--- src/rtl/p251_mul_arb_pkg.sv ---
// p251_mul_arb_pkg: shared state encoding and index-width helpers for the multiplier arbiter
package p251_mul_arb_pkg;
  typedef logic [1:0] state_t;
  localparam state_t IDLE = 2'd0;
  localparam state_t ISSUE = 2'd1;
  localparam state_t WAIT = 2'd2;
  localparam state_t RESP = 2'd3;
  localparam int DEF_N_REQ = 4;
  localparam int DEF_WIDTH = 8;
  localparam int IDX_W = $clog2(DEF_N_REQ);
  function automatic int idx_w(input int n);
    return $clog2(n);
  endfunction
endpackage

--- src/rtl/p251_mul_arbiter_rr_pick.sv ---
// rr_pick: combinational round-robin search for the first set request at or after ptr
module rr_pick #(
  parameter int N_REQ = 4,
  parameter int IDX_W = 2
) (
  input  logic [N_REQ-1:0] req,
  input  logic [IDX_W-1:0] ptr,
  output logic             found,
  output logic [IDX_W-1:0] idx
);
  logic [IDX_W-1:0] c;
  // scan from farthest to nearest so the candidate closest to ptr wins
  always_comb begin
    found = |req;
    idx = '0;
    c = '0;
    for (int k = N_REQ - 1; k >= 0; k--) begin
      c = IDX_W'((int'(ptr) + k) % N_REQ);
      idx = req[c] ? c : idx;
    end
  end
endmodule

--- src/rtl/p251_mul_arbiter.sv ---
// p251_mul_arbiter: round-robin sharing of one multi-cycle field multiplier among N_REQ requesters
module p251_mul_arbiter
  import p251_mul_arb_pkg::*;
#(
  parameter int N_REQ = DEF_N_REQ,
  parameter int WIDTH = DEF_WIDTH
) (
  input  logic                   clk,
  input  logic                   rst,
  input  logic [N_REQ-1:0]       req,
  input  logic [N_REQ*WIDTH-1:0] req_in_1,
  input  logic [N_REQ*WIDTH-1:0] req_in_2,
  output logic [N_REQ-1:0]       grant,
  output logic [N_REQ-1:0]       resp_valid,
  output logic [WIDTH-1:0]       resp_out,
  output logic                   busy,
  output logic                   mul_start,
  output logic [WIDTH-1:0]       mul_in_1,
  output logic [WIDTH-1:0]       mul_in_2,
  input  logic [WIDTH-1:0]       mul_out,
  input  logic                   mul_done
);
  localparam int IW = idx_w(N_REQ);
  state_t state;
  logic [IW-1:0] ptr, owner, idx;
  logic found;
  rr_pick #(.N_REQ(N_REQ), .IDX_W(IW)) u_pick (
    .req(req),
    .ptr(ptr),
    .found(found),
    .idx(idx)
  );
  assign busy = state != IDLE;
  // sequencer: accept one request, pulse start/grant, wait for done, pulse the response
  always_ff @(posedge clk or posedge rst) begin
    if (rst) begin
      state <= IDLE;
      ptr <= '0;
      owner <= '0;
      grant <= '0;
      resp_valid <= '0;
      resp_out <= '0;
      mul_start <= 1'b0;
      mul_in_1 <= '0;
      mul_in_2 <= '0;
    end else begin
      grant <= '0;
      resp_valid <= '0;
      mul_start <= 1'b0;
      case (state)
        IDLE: if (found) begin
          owner <= idx;
          mul_in_1 <= req_in_1[int'(idx)*WIDTH +: WIDTH];
          mul_in_2 <= req_in_2[int'(idx)*WIDTH +: WIDTH];
          grant <= N_REQ'(1) << idx;
          mul_start <= 1'b1;
          state <= ISSUE;
        end
        ISSUE: state <= WAIT;
        WAIT: if (mul_done) begin
          resp_out <= mul_out;
          resp_valid <= N_REQ'(1) << owner;
          state <= RESP;
        end
        RESP: begin
          ptr <= (owner == IW'(N_REQ - 1)) ? '0 : owner + 1'b1;
          state <= IDLE;
        end
        default: state <= IDLE;
      endcase
    end
  end
endmodule

--- config.mk ---
export PLATFORM = sky130hd
export DESIGN_NAME = p251_mul_arbiter
export DESIGN_NICKNAME = d
export VERILOG_FILES = /design/src/rtl/p251_mul_arb_pkg.sv /design/src/rtl/p251_mul_arbiter_rr_pick.sv /design/src/rtl/p251_mul_arbiter.sv
export SDC_FILE = /design/constraint.sdc
export NUM_CORES = 1
export LEC_CHECK = 0
export ABC_AREA = 1
export CAP_MARGIN = 20
export CORE_ASPECT_RATIO = 0.7
export CORE_MARGIN = 4
export CORE_UTILIZATION = 38
export CTS_CLUSTER_SIZE = 12
export DETAILED_ROUTE_END_ITERATION = 8
export PLACE_DENSITY = 0.78
export SKIP_LAST_GASP = 1
export SYNTH_ARGS = -nofsm -noshare
export SYNTH_HDL_FRONTEND = slang
export SYNTH_SLANG_ARGS = --single-unit
export TNS_END_PERCENT = 20
--- constraint.sdc ---
create_clock -name clk -period 1.59 [get_ports clk]
set_input_delay 0.2385 -clock clk [delete_from_list [all_inputs] [get_ports clk]]
set_output_delay 0.2385 -clock clk [all_outputs]
set_load 0.01 [all_outputs]
==> results.toml <==
[run]
maxCapViolCount = 0

[floorplanning]
io_pins = 113
die_h_um = 74.9
start_util_pct = 39.1
fp-row-count = 24
core-area_um2 = 6220
die_w_um = 104
die_area_um2 = 7770

[setup_path]
crit_fanout = 7
r2r_start = "ptr[0]$_DFFE_PP0N_"
crit_type = "reg2reg"
cp-start-kind = "register"
required_ps = 1760
critPathLaunch = "ptr[0]$_DFFE_PP0N_"
end_kind = "register"
crit_arrival_ps = 2020

[clocking]
hold_buffers = 0
cts.sinks = 39
clock-root-buffer = "clkbuf_8"
clkTransAtPathRegs_ps = 80
h-tree-depth = 2
ctsLongestPathBuffers = 2
cts_buffers = 5
cts_tree = "done"
worst_skew_pair.late_latency_ps = 290

[synth]
synth_top_area_cell = "dfrtp_1"
yosysTopAreaCellShare_pct = 40.1
synth_nets = 413
synth_area_leaders = "dfrtp_1, nand2_1, nand3_1"
synth_cell_types = 28
yosysSeqAreaShare_pct = 40.1
syn-instance-count = 327
synth-seq-cells = 39
ys_warn_count = 0
syn-mean-instance-area_um2 = 7.44
syn_area_um2 = 2430

[grt]
grt_pass1_wl_mm = 11.4
grt_usage_pct = 18.2
global_route.usage.met2_pct = 29.1
grt_pass1_vias = 2424
use_met1_pct = 24.3
grt_max_degree = 23
met3_usage_pct = 5.57
overflow = 0
grt_antenna_before_repair = 0
busiest_layer = "met2"

[sta]
rsz0062_at_grt = "true"
worstMarginPinSlew_ps = 424
fin_crit_sh_pct = 116
skew_ps = 7.93
finalWorstSetupSlack_ps = -253
drv_slew = 0
min_period_ps = 1840
final.setup.tns_ps = -3900
max_freq_mhz = 543
maxSlewHeadroom_pct = 71.6
finalSetupViolCount = 22
final_hold_viol_count = 0

[routing]
ant_nets = 0
routed_wl_mm = 7.24
first_pass_iters = 4
vias = 2592
vias_per_cell = 4.77
drcViolationCount = 0
initialDrtViolationCount = 103
wl_per_cell_um = 13.3

[finish]
final_util_pct = 65.6
final_common_cell = "nand2_1"
multi_input_area_um2 = 1260
fin_area_um2 = 4080
final_cell_mix = "nand2_1, clkdlybuf4s50_1, dfrtp_1"
area_growth_pct = 67.7
seqCellArea_um2 = 978
antennaDiodeCount = 0
nFillCells = 519
layout-drive-gt1-share_pct = 17.8
nets = 550

[status]
outcome = "finished, violations left"
violations = "negative setup slack"

[placement]
io_buffers = 112
placed_area_um2 = 3800
place_hpwl_mm = 5.48
gp_congestion = 0.846
place_ws_ps = -398

[power]
p_per_area_nw_per_um2 = 2160
peakVddDrop_mv = 0.959
leakage_nw = 2.01

[hold_path]
worstHoldPathType = "in2async"
==> final timing paths <==
| kind | to | slack, ps | cells after the start |
|---|---|---|---|
| min in group clk | mul_in_1[2]$_DFFE_PP0P_ | 500 | 2 |
| worst max-delay path | mul_in_2[3]$_DFFE_PP0P_ | -250 | 12 |
| worst max register to register | mul_in_2[3]$_DFFE_PP0P_ | -250 | 12 |
| max in group asynchronous | ptr[1]$_DFFE_PP0N_ | 910 | 3 |
| worst min-delay path | grant[2]$_DFF_PP0_ | 200 | 2 |
| worst min register to register | mul_in_1[2]$_DFFE_PP0P_ | 500 | 2 |
==> cells in the mapped netlist <==
master and number:
a21oi_1 2, a21oi_2 1, a22oi_1 1, buf_12 1, buf_2 2, buf_4 3, buf_6 4, clkbuf_1 3
clkinv_1 1, dfrtp_1 39, ha_1 7, inv_1 33, inv_2 5, mux2_2 8, nand2_1 130, nand2_2 9
nand2_4 2, nand2_8 1, nand3_1 40, nand3_2 1, nand3b_1 8, nand4_1 1, nor2_1 10, nor3_1 2
o211ai_1 8, o21ai_0 3, o21ai_1 1, o22ai_1 1
==> logic make-up (layout without fill, tap and decap cells) <==
family,Yosys count,in the layout,share of synthesized area [%]
AND/OR/NAND/NOR,204,204,37.4
buffers and inverters,52,190,10.5
flip-flops,39,39,40.1
AO/OA/AOI/OAI,17,17,4.63
multiplexers,8,8,3.70
adder cells (fa/ha/maj),7,7,3.60
==> power breakdown <==
part           internal, mW  total [mW]  switching, mW
Clock                 0.627       0.971          0.344
Sequential             1.45        1.74          0.287
Combinational          2.97        6.09           3.12
==> repair_timing <==
| action | CTS | global route |
|---|---|---|
| pin swaps | 3 | 7 |
| endpoints found under the setup margin | 23 | 23 |
| resized for setup | 5 | 17 |
| endpoints found under the hold margin | 0 | 0 |
| setup buffers | 1 | 1 |
| cloned | 0 | 3 |
==> worst max-delay path, cell delays in order (launching register included) <==
cell	delay (ps)
dfrtp_2	480
buf_6	160
o21ai_2	110
nand2_2	80
nand2_2	70
inv_2	40
nand2_2	50
nand2_2	60
nand2_4	110
nand2_8	100
buf_4	160
o211ai_1	190
nand3_1	110
==> area by class of cell <==
class                      count  area share, %
tap                           78           2.39
multi-input combinational    236           30.9
clock inverter                 2           1.47
timing repair buffer         143           35.8
sequential                    39           24.0
clock buffer                   6           1.78
inverter                      39           3.71
==> registers in the layout, indices dropped and copies added, names as in the netlist <==
signal      count
mul_start       1
mul_in_1        8
resp_out        8
state           2
ptr             2
mul_in_2        8
owner           2
grant           4
resp_valid      4
==> per-layer routing <==
layer | vias up | share of wire (%)
met1 | 1172 | 46
met2 | 109 | 45
met5 | - | 0
li1 | 1303 | -
met3 | 8 | 8.0
met4 | 0 | 0.92
==> per-stage QoR <==
step                      power (mW)  hold slack (ps)  std cells
after floorplan                 5.11              389        327
after global placement          7.08              472        530
after detailed placement        7.19              481        530
after CTS                       8.23              202        539
after global routing            9.61              209        543
final                           8.80              199        543
No activity file was read; power rests on OpenSTA's default activity.
